--- src/rtl/map_pkg.sv ---
// Shared map-request types and constants used by the map read server and its arbiter.
package map_pkg;

  localparam int MAP_N      = 24;
  localparam int MAP_ADDR_W = $clog2(MAP_N * MAP_N);
  localparam int MAP_DATA_W = 4;

  typedef logic [MAP_ADDR_W-1:0] map_addr_t;
  typedef logic [MAP_DATA_W-1:0] map_cell_t;

  // Cells outside the map read back as a wall
  localparam map_cell_t OOB_WALL = 4'd1;

  typedef enum logic [1:0] {
    ST_IDLE    = 2'd0,
    ST_ISSUE   = 2'd1,
    ST_WAIT    = 2'd2,
    ST_RESPOND = 2'd3
  } map_state_e;

endpackage

--- src/rtl/rr_arbiter2.sv ---
// Two-way round-robin arbiter: combinational grant, registered priority pointer.
module rr_arbiter2 (
  input  logic       pixel_clk_in,
  input  logic       rst_in,
  input  logic [1:0] req,
  input  logic       accept,
  output logic       grant_valid,
  output logic       grant_idx
);

  logic rr_r;

  // Pick the lone requester, or the pointer's port under contention
  always_comb begin
    grant_valid = 1'b0;
    grant_idx   = 1'b0;
    case (req)
      2'b01: begin
        grant_valid = 1'b1;
        grant_idx   = 1'b0;
      end
      2'b10: begin
        grant_valid = 1'b1;
        grant_idx   = 1'b1;
      end
      2'b11: begin
        grant_valid = 1'b1;
        grant_idx   = rr_r;
      end
      default: begin
        grant_valid = 1'b0;
        grant_idx   = 1'b0;
      end
    endcase
  end

  // Pointer hands priority to the losing port only when a contended grant is taken
  always_ff @(posedge pixel_clk_in or posedge rst_in) begin
    if (rst_in) begin
      rr_r <= 1'b0;
    end else if (accept && (req == 2'b11)) begin
      rr_r <= ~rr_r;
    end
  end

endmodule

--- src/rtl/map_read_server.sv ---
// Map read server: serves map-cell requests from two ports through one BRAM read port.
// Define MAP_RESP_CACHE_EN to add a one-entry response cache per port.
module map_read_server
  import map_pkg::*;
#(
  parameter int        N            = MAP_N,
  parameter int        READ_LATENCY = 2,
  parameter map_cell_t OOB_VALUE    = OOB_WALL
) (
  input  logic                          pixel_clk_in,
  input  logic                          rst_in,
  input  logic [1:0]                    map_request_in,
  input  logic [1:0][$clog2(N*N)-1:0]   map_addra_in,
  output logic [1:0][3:0]               map_data_out,
  output logic [1:0]                    map_data_valid_out,
  output logic [$clog2(N*N)-1:0]        bram_addr_out,
  output logic                          bram_en_out,
  input  logic [3:0]                    bram_data_in,
  output logic                          busy_out
);

  localparam int          AW    = $clog2(N * N);
  localparam int          CW    = $clog2(READ_LATENCY + 1);
  localparam logic [AW:0] CELLS = (AW + 1)'(N * N);

  map_state_e      state_r, state_next_s;
  logic [CW-1:0]   cnt_r, cnt_next_s;
  logic            port_r;
  logic            from_bram_r;
  map_cell_t       cell_r;
  logic [1:0]      valid_r;
  logic [1:0][3:0] data_r;
  logic [AW-1:0]   bram_addr_r;
  logic            bram_en_r;
  logic            busy_r;

  logic [1:0]      eligible_s;
  logic            grant_valid_s;
  logic            grant_idx_s;
  logic            accept_s;
  logic            oob_s;
  logic            hit_s;
  logic [AW-1:0]   grant_addr_s;
  map_cell_t       hit_cell_s;

  // A port is still asserting request during its ack cycle; mask it out
  assign eligible_s   = map_request_in & ~valid_r;
  assign accept_s     = (state_r == ST_IDLE) && grant_valid_s;
  assign grant_addr_s = map_addra_in[grant_idx_s];
  assign oob_s        = ({1'b0, grant_addr_s} >= CELLS);

  rr_arbiter2 u_arb (
    .pixel_clk_in (pixel_clk_in),
    .rst_in       (rst_in),
    .req          (eligible_s),
    .accept       (accept_s),
    .grant_valid  (grant_valid_s),
    .grant_idx    (grant_idx_s)
  );

`ifdef MAP_RESP_CACHE_EN
  logic [1:0]           cache_vld_r;
  logic [1:0][AW-1:0]   cache_tag_r;
  logic [1:0][3:0]      cache_data_r;
  logic [AW-1:0]        addr_r;

  assign hit_s      = cache_vld_r[grant_idx_s] && (cache_tag_r[grant_idx_s] == grant_addr_s);
  assign hit_cell_s = cache_data_r[grant_idx_s];

  // Remember the granted address and refill that port's entry on every BRAM completion
  always_ff @(posedge pixel_clk_in or posedge rst_in) begin
    if (rst_in) begin
      cache_vld_r  <= 2'b00;
      cache_tag_r  <= '0;
      cache_data_r <= '0;
      addr_r       <= '0;
    end else begin
      if (accept_s) begin
        addr_r <= grant_addr_s;
      end
      if ((state_r == ST_RESPOND) && from_bram_r) begin
        cache_vld_r[port_r]  <= 1'b1;
        cache_tag_r[port_r]  <= addr_r;
        cache_data_r[port_r] <= bram_data_in;
      end
    end
  end
`else
  assign hit_s      = 1'b0;
  assign hit_cell_s = OOB_VALUE;
`endif

  // Next-state logic; WAIT holds until the BRAM data arrives in the RESPOND cycle
  always_comb begin
    state_next_s = state_r;
    cnt_next_s   = cnt_r;
    case (state_r)
      ST_IDLE: begin
        if (accept_s) begin
          if (oob_s || hit_s) begin
            state_next_s = ST_RESPOND;
          end else begin
            state_next_s = ST_ISSUE;
          end
        end else begin
          state_next_s = ST_IDLE;
        end
      end
      ST_ISSUE: begin
        cnt_next_s = CW'(READ_LATENCY - 1);
        if (READ_LATENCY > 1) begin
          state_next_s = ST_WAIT;
        end else begin
          state_next_s = ST_RESPOND;
        end
      end
      ST_WAIT: begin
        cnt_next_s = cnt_r - CW'(1);
        if (cnt_r <= CW'(1)) begin
          state_next_s = ST_RESPOND;
        end else begin
          state_next_s = ST_WAIT;
        end
      end
      ST_RESPOND: begin
        state_next_s = ST_IDLE;
      end
      default: begin
        state_next_s = ST_IDLE;
      end
    endcase
  end

  // State, transaction latches and registered outputs
  always_ff @(posedge pixel_clk_in or posedge rst_in) begin
    if (rst_in) begin
      state_r     <= ST_IDLE;
      cnt_r       <= '0;
      port_r      <= 1'b0;
      from_bram_r <= 1'b0;
      cell_r      <= '0;
      valid_r     <= 2'b00;
      data_r      <= '0;
      bram_addr_r <= '0;
      bram_en_r   <= 1'b0;
      busy_r      <= 1'b0;
    end else begin
      state_r   <= state_next_s;
      cnt_r     <= cnt_next_s;
      busy_r    <= (state_next_s != ST_IDLE);
      bram_en_r <= 1'b0;
      valid_r   <= 2'b00;
      if (accept_s) begin
        port_r      <= grant_idx_s;
        from_bram_r <= !(oob_s || hit_s);
        cell_r      <= oob_s ? OOB_VALUE : hit_cell_s;
        if (!(oob_s || hit_s)) begin
          bram_en_r   <= 1'b1;
          bram_addr_r <= grant_addr_s;
        end
      end
      // BRAM data is valid exactly in the RESPOND cycle, so it is captured straight to the port
      if (state_r == ST_RESPOND) begin
        valid_r[port_r] <= 1'b1;
        data_r[port_r]  <= from_bram_r ? bram_data_in : cell_r;
      end
    end
  end

  assign map_data_out       = data_r;
  assign map_data_valid_out = valid_r;
  assign bram_addr_out      = bram_addr_r;
  assign bram_en_out        = bram_en_r;
  assign busy_out           = busy_r;

endmodule

--- config.mk ---
export PLATFORM = sky130hd
export DESIGN_NAME = map_read_server
export DESIGN_NICKNAME = d
export VERILOG_FILES = /design/src/rtl/map_pkg.sv /design/src/rtl/rr_arbiter2.sv /design/src/rtl/map_read_server.sv
export SDC_FILE = /design/constraint.sdc
export NUM_CORES = 1
export LEC_CHECK = 0
export ABC_AREA = 1
export BUFFER_PORTS_ARGS = -buffer_cell sky130_fd_sc_hd__buf_2
export CAP_MARGIN = 25
export CORE_MARGIN = 2
export CORE_UTILIZATION = 52
export CTS_BUF_LIST = sky130_fd_sc_hd__clkbuf_8
export DETAILED_ROUTE_END_ITERATION = 10
export PLACE_DENSITY = 0.84
export REMOVE_ABC_BUFFERS = 1
export SETUP_SLACK_MARGIN = 0.02
export SLEW_MARGIN = 10
export SYNTH_ARGS = -nofsm -noshare
export SYNTH_HDL_FRONTEND = slang
export SYNTH_SLANG_ARGS = --single-unit
--- constraint.sdc ---
create_clock -name pixel_clk_in -period 1.95 [get_ports pixel_clk_in]
set_clock_uncertainty 0.1 [all_clocks]
set_input_delay 0.39 -clock pixel_clk_in [delete_from_list [all_inputs] [get_ports pixel_clk_in]]
set_output_delay 0.39 -clock pixel_clk_in [all_outputs]
set_load 0.005 [all_outputs]
==> results.cfg <==
[run_status]
outcome = completed

[floorplanning]
core_area_sq_um = 2780
fp.dieH_um = 58.3
fp-row-count = 19
fp.dieW_um = 58.3
die-area_sq_um = 3400
pin_count = 50
start_util_pct = 55.1

[critical_path]
crit-reg2reg-launch = state_r[1]
r2r_slack_ns = 0.27
rr_worst_depth = 7
startpoint = state_r[1]
worst-setup-path-type = reg -> reg
timing.rr.end = port_r
critPathLaunchType = flop
end_kind = flop
arrival_ns = 1.73
cp.required_ns = 2.00
crit_fanout = 13

[place]
routabilityCongestion = 0.806
placed_area_sq_um = 1780
hpwl_um = 2480
io_buffer_count = 49

[global_routing]
overflow = 0
grtUsageTotal_pct = 20.8
grt_max_degree = 31
antenna_found_initial = 0
grt_pass1_vias = 1148
grt_pass1_wl_um = 5180

[yosys]
seq_area_frac_synth_pct = 49.0
ys_seq_elements = 30
syn_inst = 170
avgSynthCellArea_sq_um = 9.01
synth_cell_type_count = 26
syn_area_sq_um = 1530
yosys_warnings = 0

[pwr]
power_uw = 2720
leakage_uw = 0.00107
ir_drop_mv = 1.07
p_seq_share_pct = 40.1
p_sw_uw = 1060
pwr-share-comb_pct = 42.3
p_int_uw = 1660
p_clk_share_pct = 17.6
switching_share_pct = 38.9
power_density_nw_per_um2 = 1460

[cells_and_area]
antenna_cells = 0
area.growth.synth_to_final_pct = 21.6
drive_gt1_share_pct = 41.3
multi_input_area_sq_um = 636
register_area_sq_um = 751
final_core_util_pct = 66.9
fillerInstances = 240
layout.nets = 256
stdcell_area_sq_um = 1860

[routing]
via_per_inst = 4.90
dr.pass1.iters = 4
drcViolationCount = 0
wl_per_cell_um = 12.3
via_count = 1244
drt_iter0_drc = 40
routed_wl_um = 3120
final_antenna_net_count = 0

[sta]
post-route-period-util_pct = 85.9
finalHoldViolCount = 0
slew-limit-headroom_pct = 75.1
rsz0062_at_grt = false
period_needed_ns = 1.68
tns_ns = 0
final_max_slew_viol_count = 0
fmax_mhz = 597
setup_viol = 0
worst_pin_slew_ns = 0.373

[clock_network]
ctsHoldBuffers = 0
clock_path_buffers = 2
cts_resized = 0
cts_setup_buffers = 0
path_clk_slew_ns = 0.06
clock_sinks = 30
numCtsBuffers = 5
clock_latency_ns = 0.27
cts_tree = yes
clockRootBuffer = clkbuf_8
htreeDepth = 2

[hold_path]
hold_class = in -> async

[run]
drv_cap = 0
-- cells in the final DEF, fill, tap and decap left out, types with 2 or more instances in the layout --
cell and instances:
buf_2 49, a21oi_1 3, inv_1 20, inv_2 5, ha_1 4, nand2_2 18
dfrtp_1 30, nor2_1 4, nand2_1 45, nand3_1 13, buf_4 2, o21ai_0 8
nand2_4 5, clkbuf_8 6
-- per-layer routing --
layer  vias to the layer above  GRT usage, %  part of all wire, %
li1                        625             -                    -
met1                       583          28.4                   47
met2                        32          31.0                   48
met3                         4          7.59                  4.2
met4                         0          6.31                  1.0
met5                         -             0                    0
-- critical path: stages, from the launching register on --
cell and delay, ns:
dfrtp_1 0.40, inv_1 0.08, ha_1 0.20, inv_1 0.10, a21oi_4 0.33, inv_1 0.19, nand2_1 0.08, o21ai_0 0.08
-- worst max path at each step --
| stage | end | slack (ns) | depth (start not counted) |
|---|---|---|---|
| 2_1_floorplan | from_bram_r | 0.45 | 8 |
| 3_5_place_dp | from_bram_r | 0.20 | 10 |
| 6_report | port_r | 0.27 | 7 |
| 5_1_grt | port_r | 0.13 | 7 |
| 3_3_place_gp | from_bram_r | 0.29 | 10 |
| 4_1_cts | port_r | 0.27 | 7 |
-- flip-flops by register name, indices dropped and copies added, names as in the netlist, 2 cells and up --
signal,flops
bram_addr_out,10
map_data_out,8
cnt_r,2
map_data_valid_out,2
state_r,2
-- synth_stat cells (all sizes together) --
master  number  area (sq um)
nand2       68           338
nand3b       1          7.51
a21oi        4          31.3
xor2         1          8.76
a31oi        1          6.26
nand3       15          92.6
o22ai        1          12.5
or2          1          6.26
nor2         5          26.3
nor3         1          5.00
dfrtp       30           751
mux2         1          11.3
inv         25          93.8
ha           4          50.1
o21ai        8          40.0
buf          4          51.3
-- cell families after synthesis --
family,share of synthesized area [%]
flip-flops,49.0
adder cells (fa/ha/maj),3.27
XOR/XNOR,0.572
buffers and inverters,9.48
AND/OR/NAND/NOR,31.0
AO/OA/AOI/OAI,5.88
multiplexers,0.735
-- power groups by stage --
stage               Sequential, uW  Clock, uW  Combinational (uW)
CTS                           1100        491                1170
global placement              1090          0                1130
floorplan                     1090          0                 749
global route                  1130        525                1310
finish                        1090        479                1150
detailed placement            1100          0                1170
-- through the flow --
stage | hold WS, ns | setup WS [ns] | instances
2_1_floorplan | 0.319 | 0.449 | 166
3_3_place_gp | 0.334 | 0.290 | 248
4_1_cts | 0.0859 | 0.273 | 254
6_report | 0.0681 | 0.274 | 254
5_1_grt | 0.122 | 0.127 | 254
3_5_place_dp | 0.340 | 0.199 | 248
-- layout make-up --
type | count | area share, %
Clock buffer | 6 | 4.44
Tap cell | 31 | 2.08
Multi-Input combinational cell | 111 | 34.1
Inverter | 25 | 5.04
Timing Repair Buffer | 51 | 14.0
Sequential cell | 30 | 40.3
Note: power is estimated with default switching activity, not from simulation.
